<file path="config.mk">
export PLATFORM = sky130hd
export DESIGN_NAME = mmio_display_port
export DESIGN_NICKNAME = d
export VERILOG_FILES = /design/src/rtl/mmio_display_port.sv
export SDC_FILE = /design/constraint.sdc
export NUM_CORES = 1
export LEC_CHECK = 0
export ABC_AREA = 0
export CAP_MARGIN = 20
export CORE_AREA = 2 2 132 147
export DETAILED_ROUTE_END_ITERATION = 10
export DIE_AREA = 0 0 134 149
export PLACE_DENSITY = 0.75
export SETUP_SLACK_MARGIN = 0.2
export SYNTH_ARGS = -nofsm -noshare
export SYNTH_HDL_FRONTEND = slang
export SYNTH_SLANG_ARGS = --single-unit
</file>
<file path="constraint.sdc">
create_clock -name clk -period 4.4 [get_ports clk]
set_input_delay 0.88 -clock clk [delete_from_list [all_inputs] [get_ports clk]]
set_output_delay 0.88 -clock clk [all_outputs]
set_load 0.02 [all_outputs]
</file>
<file path="src/rtl/mmio_display_port.sv">
// Bus-mapped 8-digit seven-segment display port: VALUE/STATUS/CTRL registers,
// a 32-cycle double-dabble converter and a registered digit scanner.
module mmio_display_port #(
  parameter logic [31:0] BASE_ADDR = 32'h0000_0100,
  parameter int          SCAN_DIV  = 50000
) (
  input  logic        clk,
  input  logic        reset,
  input  logic        mem_write,
  input  logic        mem_read,
  input  logic [1:0]  store_size,
  input  logic [31:0] endereco,
  input  logic [31:0] write_data,
  output logic [31:0] read_data,
  output logic        sel,
  output logic [6:0]  seg,
  output logic [7:0]  an,
  output logic        busy
);
  localparam int NUM_DIGITS = 8;
  localparam int BCD_DIGITS = 10;
  localparam int DIV_W      = (SCAN_DIV > 2) ? $clog2(SCAN_DIV) : 1;
  localparam logic [DIV_W-1:0] DIV_TERM = DIV_W'(SCAN_DIV - 1);

  typedef enum logic [1:0] {S_IDLE, S_SHIFT, S_DONE} state_t;

  state_t                         state_q;
  logic [31:0]                    value_q, bin_q, merged;
  logic [2:0]                     ctrl_q;
  logic [4:0]                     cnt_q;
  logic [BCD_DIGITS*4-1:0]        bcd_q, bcd_adj;
  logic [NUM_DIGITS-1:0][3:0]     digits_q;
  logic                           ovf_q, blank_q;
  logic [DIV_W-1:0]               div_q;
  logic [2:0]                     idx_q;
  logic [1:0]                     offs;
  logic                           store_ok, wr_value, wr_ctrl;
  logic [NUM_DIGITS-1:0]          lz;
  logic [6:0]                     seg_next;

  function automatic logic [6:0] seg7(input logic [3:0] d);
    case (d)
      4'h0: seg7 = 7'b1000000;  4'h1: seg7 = 7'b1111001;
      4'h2: seg7 = 7'b0100100;  4'h3: seg7 = 7'b0110000;
      4'h4: seg7 = 7'b0011001;  4'h5: seg7 = 7'b0010010;
      4'h6: seg7 = 7'b0000010;  4'h7: seg7 = 7'b1111000;
      4'h8: seg7 = 7'b0000000;  4'h9: seg7 = 7'b0010000;
      4'hA: seg7 = 7'b0001000;  4'hB: seg7 = 7'b0000011;
      4'hC: seg7 = 7'b1000110;  4'hD: seg7 = 7'b0100001;
      4'hE: seg7 = 7'b0000110;  default: seg7 = 7'b0001110;
    endcase
  endfunction

  assign sel  = (endereco[31:4] == BASE_ADDR[31:4]);
  assign offs = endereco[3:2];

  // Byte-lane merge of a store into VALUE; misaligned half/word stores are dropped.
  always_comb begin
    merged   = value_q;
    store_ok = 1'b0;
    case (store_size)
      2'b00: begin
        store_ok = 1'b1;
        merged[{endereco[1:0], 3'b000} +: 8] = write_data[7:0];
      end
      2'b01: if (!endereco[0]) begin
        store_ok = 1'b1;
        merged[{endereco[1], 4'b0000} +: 16] = write_data[15:0];
      end
      default: if (endereco[1:0] == 2'b00) begin
        store_ok = 1'b1;
        merged   = write_data;
      end
    endcase
  end

  assign wr_value = mem_write && sel && (offs == 2'd0) && store_ok;
  assign wr_ctrl  = mem_write && sel && (offs == 2'd2);

  always_comb begin
    read_data = 32'd0;
    if (mem_read && sel) begin
      case (offs)
        2'd0:    read_data = value_q;
        2'd1:    read_data = {30'd0, ovf_q, busy};
        2'd2:    read_data = {29'd0, ctrl_q};
        default: read_data = 32'd0;
      endcase
    end
  end

  for (genvar g = 0; g < BCD_DIGITS; g++) begin : g_adj
    assign bcd_adj[g*4 +: 4] = (bcd_q[g*4 +: 4] >= 4'd5) ? bcd_q[g*4 +: 4] + 4'd3
                                                        : bcd_q[g*4 +: 4];
  end

  always_ff @(posedge clk) begin
    if (reset) begin
      state_q  <= S_IDLE;
      value_q  <= 32'd0;
      ctrl_q   <= 3'b001;
      bin_q    <= 32'd0;
      bcd_q    <= '0;
      cnt_q    <= 5'd0;
      digits_q <= '0;
      ovf_q    <= 1'b0;
      blank_q  <= 1'b0;
      busy     <= 1'b0;
    end else begin
      if (wr_ctrl) ctrl_q <= write_data[2:0];
      if (wr_value) begin
        // A store while busy simply restarts from the merged value.
        value_q <= merged;
        bin_q   <= merged;
        bcd_q   <= '0;
        cnt_q   <= 5'd0;
        state_q <= S_SHIFT;
        busy    <= 1'b1;
      end else begin
        case (state_q)
          S_SHIFT: begin
            bcd_q <= {bcd_adj[BCD_DIGITS*4-2:0], bin_q[31]};
            bin_q <= {bin_q[30:0], 1'b0};
            cnt_q <= cnt_q + 5'd1;
            if (cnt_q == 5'd31) state_q <= S_DONE;
          end
          S_DONE: begin
            if (ctrl_q[1]) begin
              digits_q <= value_q;
              ovf_q    <= 1'b0;
            end else begin
              digits_q <= bcd_q[31:0];
              ovf_q    <= |bcd_q[39:32];
            end
            blank_q <= ctrl_q[2];
            state_q <= S_IDLE;
            busy    <= 1'b0;
          end
          default: state_q <= S_IDLE;
        endcase
      end
    end
  end

  // lz[i]: digit i and every digit above it are zero.
  always_comb begin
    lz = '0;
    lz[NUM_DIGITS-1] = (digits_q[NUM_DIGITS-1] == 4'd0);
    for (int i = NUM_DIGITS - 2; i >= 0; i--)
      lz[i] = lz[i+1] && (digits_q[i] == 4'd0);
    if (ovf_q)                                      seg_next = 7'b0111111;
    else if (blank_q && (idx_q != 3'd0) && lz[idx_q]) seg_next = 7'h7F;
    else                                            seg_next = seg7(digits_q[idx_q]);
  end

  always_ff @(posedge clk) begin
    if (reset) begin
      div_q <= '0;
      idx_q <= 3'd0;
      an    <= 8'hFE;
      seg   <= 7'b1000000;
    end else begin
      seg <= seg_next;
      if (ctrl_q[0]) begin
        an <= ~(8'd1 << idx_q);
        if (div_q == DIV_TERM) begin
          div_q <= '0;
          idx_q <= idx_q + 3'd1;
        end else begin
          div_q <= div_q + 1'b1;
        end
      end else begin
        div_q <= '0;
        an    <= 8'hFF;
      end
    end
  end
endmodule

</file>
==> report_table.html, run 1 <==
<table>
<tr><th>Metric</th><th>Value</th></tr>
<tr><th colspan="2">Synth</th></tr>
<tr><td>Number of instances in the synthesized netlist</td><td>1099</td></tr>
<tr><td>Share of async-settable or async-resettable flops after synthesis</td><td>0%</td></tr>
<tr><td>Mean instance size in the synthesized netlist</td><td>8.72 um2</td></tr>
<tr><td>Distinct cell type count after synthesis</td><td>70</td></tr>
<tr><td>Register area share after synthesis</td><td>38.2%</td></tr>
<tr><td>Yosys warns</td><td>0</td></tr>
<tr><td>Number of synthesized flops with an enable pin</td><td>0</td></tr>
<tr><td>Syn_nets</td><td>1210</td></tr>
<tr><td>Top FF cell, synth</td><td>dfxtp_1</td></tr>
<tr><td>Flip-flop and latch count after synthesis</td><td>183</td></tr>
<tr><td>Mapped cell area</td><td>0.00959 mm2</td></tr>
<tr><th colspan="2">Timing</th></tr>
<tr><td>Fraction of the cycle the final worst path needs</td><td>95.1%</td></tr>
<tr><td>Largest clock skew in the final design</td><td>0.0118 ns</td></tr>
<tr><td>Final worst-path setup slack</td><td>0.214 ns</td></tr>
<tr><td>Min Tclk post-route</td><td>4.19 ns</td></tr>
<tr><td>Transition time at the pin with the least slew margin</td><td>1.09 ns</td></tr>
<tr><td>Final-report setup violation count</td><td>0</td></tr>
<tr><td>Count of final hold-check violations</td><td>0</td></tr>
<tr><td>Max-slew violation count</td><td>0</td></tr>
<tr><td>Maximum clock frequency</td><td>0.239 GHz</td></tr>
<tr><td>Relative slew slack</td><td>27.2%</td></tr>
<tr><td>Unrepaired setup endpoints after global routing</td><td>true</td></tr>
<tr><td>Sum of negative setup slack</td><td>0 ns</td></tr>
<tr><th colspan="2">Route</th></tr>
<tr><td>Drt via density</td><td>5.91</td></tr>
<tr><td>DRC violation count after routing</td><td>0</td></tr>
<tr><td>Average routed wire per standard cell</td><td>18.3 um</td></tr>
<tr><td>Vias post-DR</td><td>8498</td></tr>
<tr><td>Antenna Violating Nets Remaining</td><td>0</td></tr>
<tr><td>Drt total wl</td><td>26400 um</td></tr>
<tr><td>TritonRoute pass-1 iters</td><td>8</td></tr>
<tr><td>DRC violation total after the first TritonRoute iteration</td><td>715</td></tr>
<tr><th colspan="2">Placed design</th></tr>
<tr><td>Quantity of I/O buffers inserted on ports</td><td>118</td></tr>
<tr><td>Routability congestion estimate from global placement</td><td>0.944</td></tr>
<tr><td>Instance count after placement with tap cells included</td><td>1403</td></tr>
<tr><td>Setup slack at placement</td><td>0.261 ns</td></tr>
<tr><td>DP HPWL</td><td>18100 um</td></tr>
<tr><th colspan="2">Setup path</th></tr>
<tr><td>Arrival time worst endpoint</td><td>3.31 ns</td></tr>
<tr><td>Type of the worst setup path</td><td>input pin to primary output</td></tr>
<tr><td>Endpoint type of the worst setup path</td><td>primary output</td></tr>
<tr><td>Startpoint types</td><td>input pin</td></tr>
<tr><td>Biggest fanout along the worst timing path</td><td>10</td></tr>
<tr><td>Required time of the worst setup path</td><td>3.52 ns</td></tr>
<tr><th colspan="2">Power</th></tr>
<tr><td>Leakage power</td><td>4.39 nW</td></tr>
<tr><td>Power density over the cells</td><td>300 mW/mm2</td></tr>
<tr><td>Peak VDD IR</td><td>0.000267 V</td></tr>
<tr><th colspan="2">Final layout</th></tr>
<tr><td>Diodes inserted</td><td>0</td></tr>
<tr><td>Share of layout cells above drive strength 1</td><td>6.21%</td></tr>
<tr><td>Commonest cells after routing, fill and taps aside</td><td>dfxtp_1 (182), clkdlybuf4s50_1 (107), nor2_1 (101), nand2_1 (91), a21oi_1 (88)</td></tr>
<tr><td>Synthesis-to-finish area growth</td><td>21.1%</td></tr>
<tr><td>Final net count</td><td>1289</td></tr>
<tr><td>Commonest non-fill, non-tap cell in the layout</td><td>dfxtp_1</td></tr>
<tr><td>Fin cells</td><td>1438</td></tr>
<tr><th colspan="2">Floorplan</th></tr>
<tr><td>Total I/O pin count</td><td>119</td></tr>
<tr><td>Core outline area</td><td>0.0186 mm2</td></tr>
<tr><td>Die Height</td><td>149 um</td></tr>
<tr><td>Die area</td><td>0.0200 mm2</td></tr>
<tr><td>Die Wd</td><td>134 um</td></tr>
<tr><td>Row count</td><td>53</td></tr>
<tr><td>Starting Density</td><td>51.5%</td></tr>
<tr><th colspan="2">Global routing</th></tr>
<tr><td>Global-route wire length before repair</td><td>41100 um</td></tr>
<tr><td>Total GRT Usage</td><td>26.1%</td></tr>
<tr><td>Antenna violations before repair</td><td>1</td></tr>
<tr><td>Gr ovfl total</td><td>0</td></tr>
<tr><td>Maximum number of pins on one net before global-route repair</td><td>85</td></tr>
<tr><td>Via count of the first global-routing pass</td><td>7659</td></tr>
<tr><th colspan="2">CTS</th></tr>
<tr><td>Clock tree from TritonCTS</td><td>built</td></tr>
<tr><td>Total CTS buffers</td><td>17</td></tr>
<tr><td>CTS H-tree lvls</td><td>4</td></tr>
<tr><td>Maximum count of clock buffers along a single path</td><td>2</td></tr>
<tr><td>Number of sinks driven by the clock tree</td><td>183</td></tr>
<tr><td>Root buf cell</td><td>clkbuf_16</td></tr>
<tr><td>Count of hold-fix buffers inserted at cts</td><td>0</td></tr>
<tr><td>Clock latency of the later-clocked register in the worst-skew pair</td><td>0.43 ns</td></tr>
<tr><td>Clock-pin slew on the worst setup and hold paths</td><td>0.07 ns</td></tr>
<tr><th colspan="2">Flow run</th></tr>
<tr><td>Max-cap violations</td><td>0</td></tr>
<tr><th colspan="2">Status</th></tr>
<tr><td>Outcome</td><td>finished clean</td></tr>
<tr><th colspan="2">Min path</th></tr>
<tr><td>Class of the tightest hold or removal check</td><td>register to register</td></tr>
</table>
## cells in the mapped netlist (14+ instances only)
cell type    n  share of area, %
a31oi_1     14              0.91
xnor2_1     19               1.7
nor4_1      14              0.91
o21ai_0     52               2.7
and2_1      42               2.7
a21boi_0    15               1.2
a222oi_1    20               2.1
xor2_1      15               1.4
a21oi_1     88               4.6
nand3_1     20               1.0
nand2_1     91               3.6
buf_2       21               1.1
and3_1      15              0.98
dfxtp_1    183                38
nor3_1      18              0.94
clkbuf_1    44               1.7
o21a_1      20               1.6
mux2i_1     62               6.5
inv_1       36               1.4
nand2b_1    23               1.5
ha_1        41               5.4
a211oi_1    33               2.6
nor2_1     101               4.0
## layout make-up
cell class	count	area, um2
sequential	183	3660
clock inverter	11	158
inverter	38	143
timing repair buffer	135	1390
multi-input combinational	803	5470
tap	247	309
clock buffer	21	480
fill	1607	7020
## routing by layer
metal | track usage [%] | vias to the layer above | wire, um
li1 | - | 4100 | -
met3 | 3.70 | 65 | 1680
met1 | 34.3 | 4019 | 11100
met4 | 11.3 | 0 | 1030
met5 | 0 | - | 0
met2 | 42.8 | 314 | 12600
## flip-flops by register name, indices dropped and copies added (netlist names)
register and cells:
an 8, bcd_q 40, bin_q 32, blank_q 1, busy 1, cnt_q 5
ctrl_q 3, digits_q 32, div_q 16, idx_q 3, ovf_q 1, seg 7
state_q 2, value_q 32
## power by group
part | total (mW) | switching, mW | internal (mW)
Combinational | 0.180 | 0.0953 | 0.0852
Sequential | 1.66 | 0.00253 | 1.66
Clock | 1.65 | 0.680 | 0.967
Total | 3.49 | 0.778 | 2.71
## kinds of logic after synthesis
group / count (synthesis) / synth area share (%)
XOR/XNOR: 34 / 3.11
flip-flops: 183 / 38.2
adder cells (fa/ha/maj): 41 / 5.35
multiplexers: 75 / 9.17
buffers and inverters: 113 / 5.14
AO/OA/AOI/OAI: 291 / 20.3
AND/OR/NAND/NOR: 362 / 18.7
## repair_timing
item / CTS / global route
endpoints found under the setup margin: 0 / 21
gates resized for setup: 0 / 16
hold endpoints to repair: 0 / 0
setup buffers: 0 / 2
## final timing paths
path	start	end	slack (ns)	cells past startpoint
hold reg to reg	bcd_q[37]	bcd_q[37]	0.45	2
setup / recovery	endereco[13]	read_data[11]	0.21	9
hold / removal	bcd_q[37]	bcd_q[37]	0.45	2
setup reg to reg	idx_q[1]	seg[3]	1.47	7
## metrics by stage
stage	power (mW)	utilization [%]	hold slack (ns)	area, um2
global route	3.59	62.3	0.490	11600
global placement	1.87	58.5	0.440	10900
detailed placement	1.87	58.5	0.447	10900
floorplan	1.77	-	0.426	9590
CTS	3.49	62.0	0.457	11500
finish	3.49	62.3	0.455	11600
## worst max-delay path, stage by stage
cell and delay [ns]:
clkdlybuf4s50_1 0.41, nor4_1 0.30, and4_1 0.27, nand3_2 0.16
nor3_4 0.21, buf_4 0.16, buf_6 0.16, and2_1 0.15
clkdlybuf4s50_1 0.61
Power figures use the tool's default switching activity.
==> run 2: changes to the inputs <==
--- a/config.mk
+++ b/config.mk
@@ -12,6 +12,8 @@
 export DIE_AREA = 0 0 134 149
 export PLACE_DENSITY = 0.75
 export SETUP_SLACK_MARGIN = 0.2
+export SKIP_LAST_GASP = 1
+export SLEW_MARGIN = 5
 export SYNTH_ARGS = -nofsm -noshare
 export SYNTH_HDL_FRONTEND = slang
 export SYNTH_SLANG_ARGS = --single-unit
==> results of run 2 <==
Same layout as run 1: the final DEF is identical, and so are final timing and power.
==> run 3: changes to the inputs <==
--- a/config.mk
+++ b/config.mk
@@ -7,9 +7,9 @@
 export LEC_CHECK = 0
 export ABC_AREA = 0
 export CAP_MARGIN = 20
-export CORE_AREA = 2 2 132 147
+export CORE_AREA = 10 10 140 155
 export DETAILED_ROUTE_END_ITERATION = 10
-export DIE_AREA = 0 0 134 149
+export DIE_AREA = 0 0 150 165
 export PLACE_DENSITY = 0.75
 export SETUP_SLACK_MARGIN = 0.2
 export SKIP_LAST_GASP = 1
==> report_table.html, run 3 (synthesis results as in run 1) <==
<table>
<tr><th>Metric</th><th>Value</th></tr>
<tr><th colspan="2">Status</th></tr>
<tr><td>Outcome</td><td>finished clean</td></tr>
<tr><th colspan="2">Final layout</th></tr>
<tr><td>Commonest non-fill, non-tap cell in the layout</td><td>dfxtp_1</td></tr>
<tr><td>Multi-input logic area</td><td>0.00546 mm2 (-0.11%)</td></tr>
<tr><td>End-of-flow core utilization</td><td>62.6% (+0.29 points)</td></tr>
<tr><td>Register with the most flip-flops</td><td>bcd_q</td></tr>
<tr><td>Number of flip-flops in the largest register</td><td>40 (unchanged)</td></tr>
<tr><td>Fill cell instance count of the final layout</td><td>1578 (-1.8%)</td></tr>
<tr><td>Final cell area excluding filler cells</td><td>0.0115 mm2 (-1.1%)</td></tr>
<tr><td>Diodes inserted</td><td>0 (unchanged)</td></tr>
<tr><td>Share of layout cells above drive strength 1</td><td>5.73% (-0.48 points)</td></tr>
<tr><td>Synthesis-to-finish area growth</td><td>19.8%</td></tr>
<tr><td>Area taken by flip-flops and latches</td><td>0.00366 mm2 (unchanged)</td></tr>
<tr><td>Commonest cells after routing, fill and taps aside</td><td>dfxtp_1 (182), clkdlybuf4s50_1 (114), nor2_1 (101), nand2_1 (91), a21oi_1 (88)</td></tr>
<tr><td>Final net count</td><td>1285 (-0.31%)</td></tr>
<tr><th colspan="2">CTS</th></tr>
<tr><td>Number of sinks driven by the clock tree</td><td>183 (unchanged)</td></tr>
<tr><td>Clock tree from TritonCTS</td><td>built</td></tr>
<tr><td>Number of gates given a new drive strength after cts</td><td>0 (unchanged)</td></tr>
<tr><td>CTS H-tree lvls</td><td>4 (unchanged)</td></tr>
<tr><td># Post-CTS Setup Buffers</td><td>0 (unchanged)</td></tr>
<tr><td>Clock-pin slew on the worst setup and hold paths</td><td>0.07 ns (about the same)</td></tr>
<tr><td>Root buf cell</td><td>clkbuf_16</td></tr>
<tr><td>Clock latency of the later-clocked register in the worst-skew pair</td><td>0.43 ns (about the same)</td></tr>
<tr><td>Maximum count of clock buffers along a single path</td><td>2 (unchanged)</td></tr>
<tr><td>Total CTS buffers</td><td>17 (unchanged)</td></tr>
<tr><td>Count of hold-fix buffers inserted at cts</td><td>0 (unchanged)</td></tr>
<tr><th colspan="2">Global routing</th></tr>
<tr><td>Maximum number of pins on one net before global-route repair</td><td>85 (unchanged)</td></tr>
<tr><td>Gr ovfl total</td><td>0 (unchanged)</td></tr>
<tr><td>Total GRT Usage</td><td>21.1% (-4.9 points)</td></tr>
<tr><td>Global-route wire length before repair</td><td>42000 um (+2.4%)</td></tr>
<tr><td>Via count of the first global-routing pass</td><td>7701 (+0.55%)</td></tr>
<tr><td>Antenna violations before repair</td><td>0 (-1)</td></tr>
<tr><th colspan="2">Power</th></tr>
<tr><td>Design Power</td><td>3.31 mW (-5.1%)</td></tr>
<tr><td>Clk network pwr share</td><td>44.5% (-2.7 points)</td></tr>
<tr><td>Share of power burned in registers</td><td>50.1% (+2.5 points)</td></tr>
<tr><td>Power density over the cells</td><td>288 mW/mm2 (-4.0%)</td></tr>
<tr><td>Switching power</td><td>0.798 mW (+2.6%)</td></tr>
<tr><td>Peak VDD IR</td><td>0.000289 V (+8.1%)</td></tr>
<tr><td>Share of total power in combinational logic</td><td>5.4% (+0.2 points)</td></tr>
<tr><td>Net Sw Frac</td><td>24.1% (+1.8 points)</td></tr>
<tr><td>Cell internal pwr</td><td>2.51 mW (-7.3%)</td></tr>
<tr><td>Leakage power</td><td>4.19 nW (-4.5%)</td></tr>
<tr><th colspan="2">Flow run</th></tr>
<tr><td>Max-cap violations</td><td>0 (unchanged)</td></tr>
<tr><th colspan="2">Placed design</th></tr>
<tr><td>Area of placed instances</td><td>0.0109 mm2 (-0.23%)</td></tr>
<tr><td>DP HPWL</td><td>18800 um (+3.9%)</td></tr>
<tr><td>Routability congestion estimate from global placement</td><td>0.868 (-8.1%)</td></tr>
<tr><td>Quantity of I/O buffers inserted on ports</td><td>118 (unchanged)</td></tr>
<tr><th colspan="2">Setup path</th></tr>
<tr><td>Required time of the worst setup path</td><td>3.52 ns (about the same)</td></tr>
<tr><td>Startpoint types</td><td>input pin</td></tr>
<tr><td>Arrival time worst endpoint</td><td>3.21 ns (-0.10 ns)</td></tr>
<tr><td>Type of the worst setup path</td><td>input pin to primary output</td></tr>
<tr><td>Path depth of the worst reg2reg path</td><td>8 (+1)</td></tr>
<tr><td>Endpoint type of the worst setup path</td><td>primary output</td></tr>
<tr><td>Biggest fanout along the worst timing path</td><td>12 (+2)</td></tr>
<tr><th colspan="2">Timing</th></tr>
<tr><td>Relative slew slack</td><td>27.1% (-0.11 points)</td></tr>
<tr><td>Final-report setup violation count</td><td>0 (unchanged)</td></tr>
<tr><td>Unrepaired setup endpoints after global routing</td><td>true</td></tr>
<tr><td>Max-slew violation count</td><td>0 (unchanged)</td></tr>
<tr><td>Transition time at the pin with the least slew margin</td><td>1.09 ns (+0.00166 ns)</td></tr>
<tr><td>Maximum clock frequency</td><td>0.244 GHz (+2.2%)</td></tr>
<tr><td>Fraction of the cycle the final worst path needs</td><td>93.1% (-2.1 points)</td></tr>
<tr><td>Min Tclk post-route</td><td>4.09 ns (-0.0916 ns)</td></tr>
<tr><td>Count of final hold-check violations</td><td>0 (unchanged)</td></tr>
<tr><td>Sum of negative setup slack</td><td>0 ns (unchanged)</td></tr>
<tr><td>Largest clock skew in the final design</td><td>0.00688 ns (-0.00488 ns)</td></tr>
<tr><th colspan="2">Route</th></tr>
<tr><td>Average routed wire per standard cell</td><td>18.8 um (+2.4%)</td></tr>
<tr><td>TritonRoute pass-1 iters</td><td>8 (unchanged)</td></tr>
<tr><td>Drt via density</td><td>5.86 (-0.78%)</td></tr>
<tr><td>Drt total wl</td><td>26800 um (+1.8%)</td></tr>
<tr><td>DRC violation count after routing</td><td>0 (unchanged)</td></tr>
<tr><td>Vias post-DR</td><td>8385 (-1.3%)</td></tr>
<tr><td>DRC violation total after the first TritonRoute iteration</td><td>728 (+1.8%)</td></tr>
<tr><td>Antenna Violating Nets Remaining</td><td>0 (unchanged)</td></tr>
<tr><th colspan="2">Floorplan</th></tr>
<tr><td>Core outline area</td><td>0.0183 mm2 (-1.5%)</td></tr>
<tr><td>Starting Density</td><td>52.3% (+0.80 points)</td></tr>
<tr><td>Die Wd</td><td>150 um (+12%)</td></tr>
<tr><td>Die area</td><td>0.0248 mm2 (+24%)</td></tr>
<tr><td>Die Height</td><td>165 um (+11%)</td></tr>
<tr><td>Row count</td><td>52 (-1.9%)</td></tr>
<tr><td>Total I/O pin count</td><td>119 (unchanged)</td></tr>
<tr><th colspan="2">Min path</th></tr>
<tr><td>Number of instances on the worst hold path</td><td>2 (unchanged)</td></tr>
<tr><td>Class of the tightest hold or removal check</td><td>register to register</td></tr>
</table>
[run 3: cell count changes in the layout (fill, tap and decap cells not counted), sizes merged]
cell and change:
dlymetal6s2s -7, clkbuf -1, clkinv +1, inv +1, bufinv -3, buf -4
clkinvlp +2, clkdlybuf4s50 +7
[run 3: path summary, 6_finish.rpt]
check | from | to | slack [ns]
worst min register to register | bcd_q[37] | bcd_q[37] | 0.45
worst min-delay path | bcd_q[37] | bcd_q[37] | 0.45
worst max register to register | idx_q[1] | seg[0] | 1.38
worst max-delay path | endereco[6] | read_data[24] | 0.31
[run 3: layer usage]
layer	vias up	GRT usage, %	wire length (um)
li1	4092	-	-
met1	3991	26.7	11300
met2	256	35.9	13300
met3	46	3.39	1480
met4	0	6.85	743
met5	-	0	0
[run 3: critical path, cell delays in order]
cell             delay [ns]
clkdlybuf4s50_1        0.40
nor4b_1                0.28
and4_1                 0.27
nand3_1                0.18
nor3_2                 0.21
buf_4                  0.23
and2_1                 0.14
clkdlybuf4s50_1        0.61
[run 3: final cells by class]
cell class | instances | share of cell area [%]
clock buffer | 20 | 3.98
clock inverter | 12 | 0.948
inverter | 38 | 1.24
multi-input combinational | 803 | 47.6
sequential | 183 | 31.9
tap | 243 | 2.65
timing repair buffer | 131 | 11.7
[run 3: power by group through the flow]
stage / logic, mW / clock network, mW / registers [mW]
after detailed placement: 0.174 / 0 / 1.70
after global routing: 0.188 / 1.56 / 1.66
after floorplan: 0.0768 / 0 / 1.70
after global placement: 0.173 / 0 / 1.70
final: 0.178 / 1.47 / 1.66
after CTS: 0.175 / 1.48 / 1.66
[run 3: stage by stage]
stage | hold WS, ns | cells | setup slack (ns)
detailed placement | 0.449 | 1397 | 0.296
global placement | 0.440 | 1397 | 0.298
global route | 0.490 | 1430 | 0.180
floorplan | 0.426 | 1099 | 1.11
finish | 0.453 | 1430 | 0.306
CTS | 0.459 | 1429 | 0.290
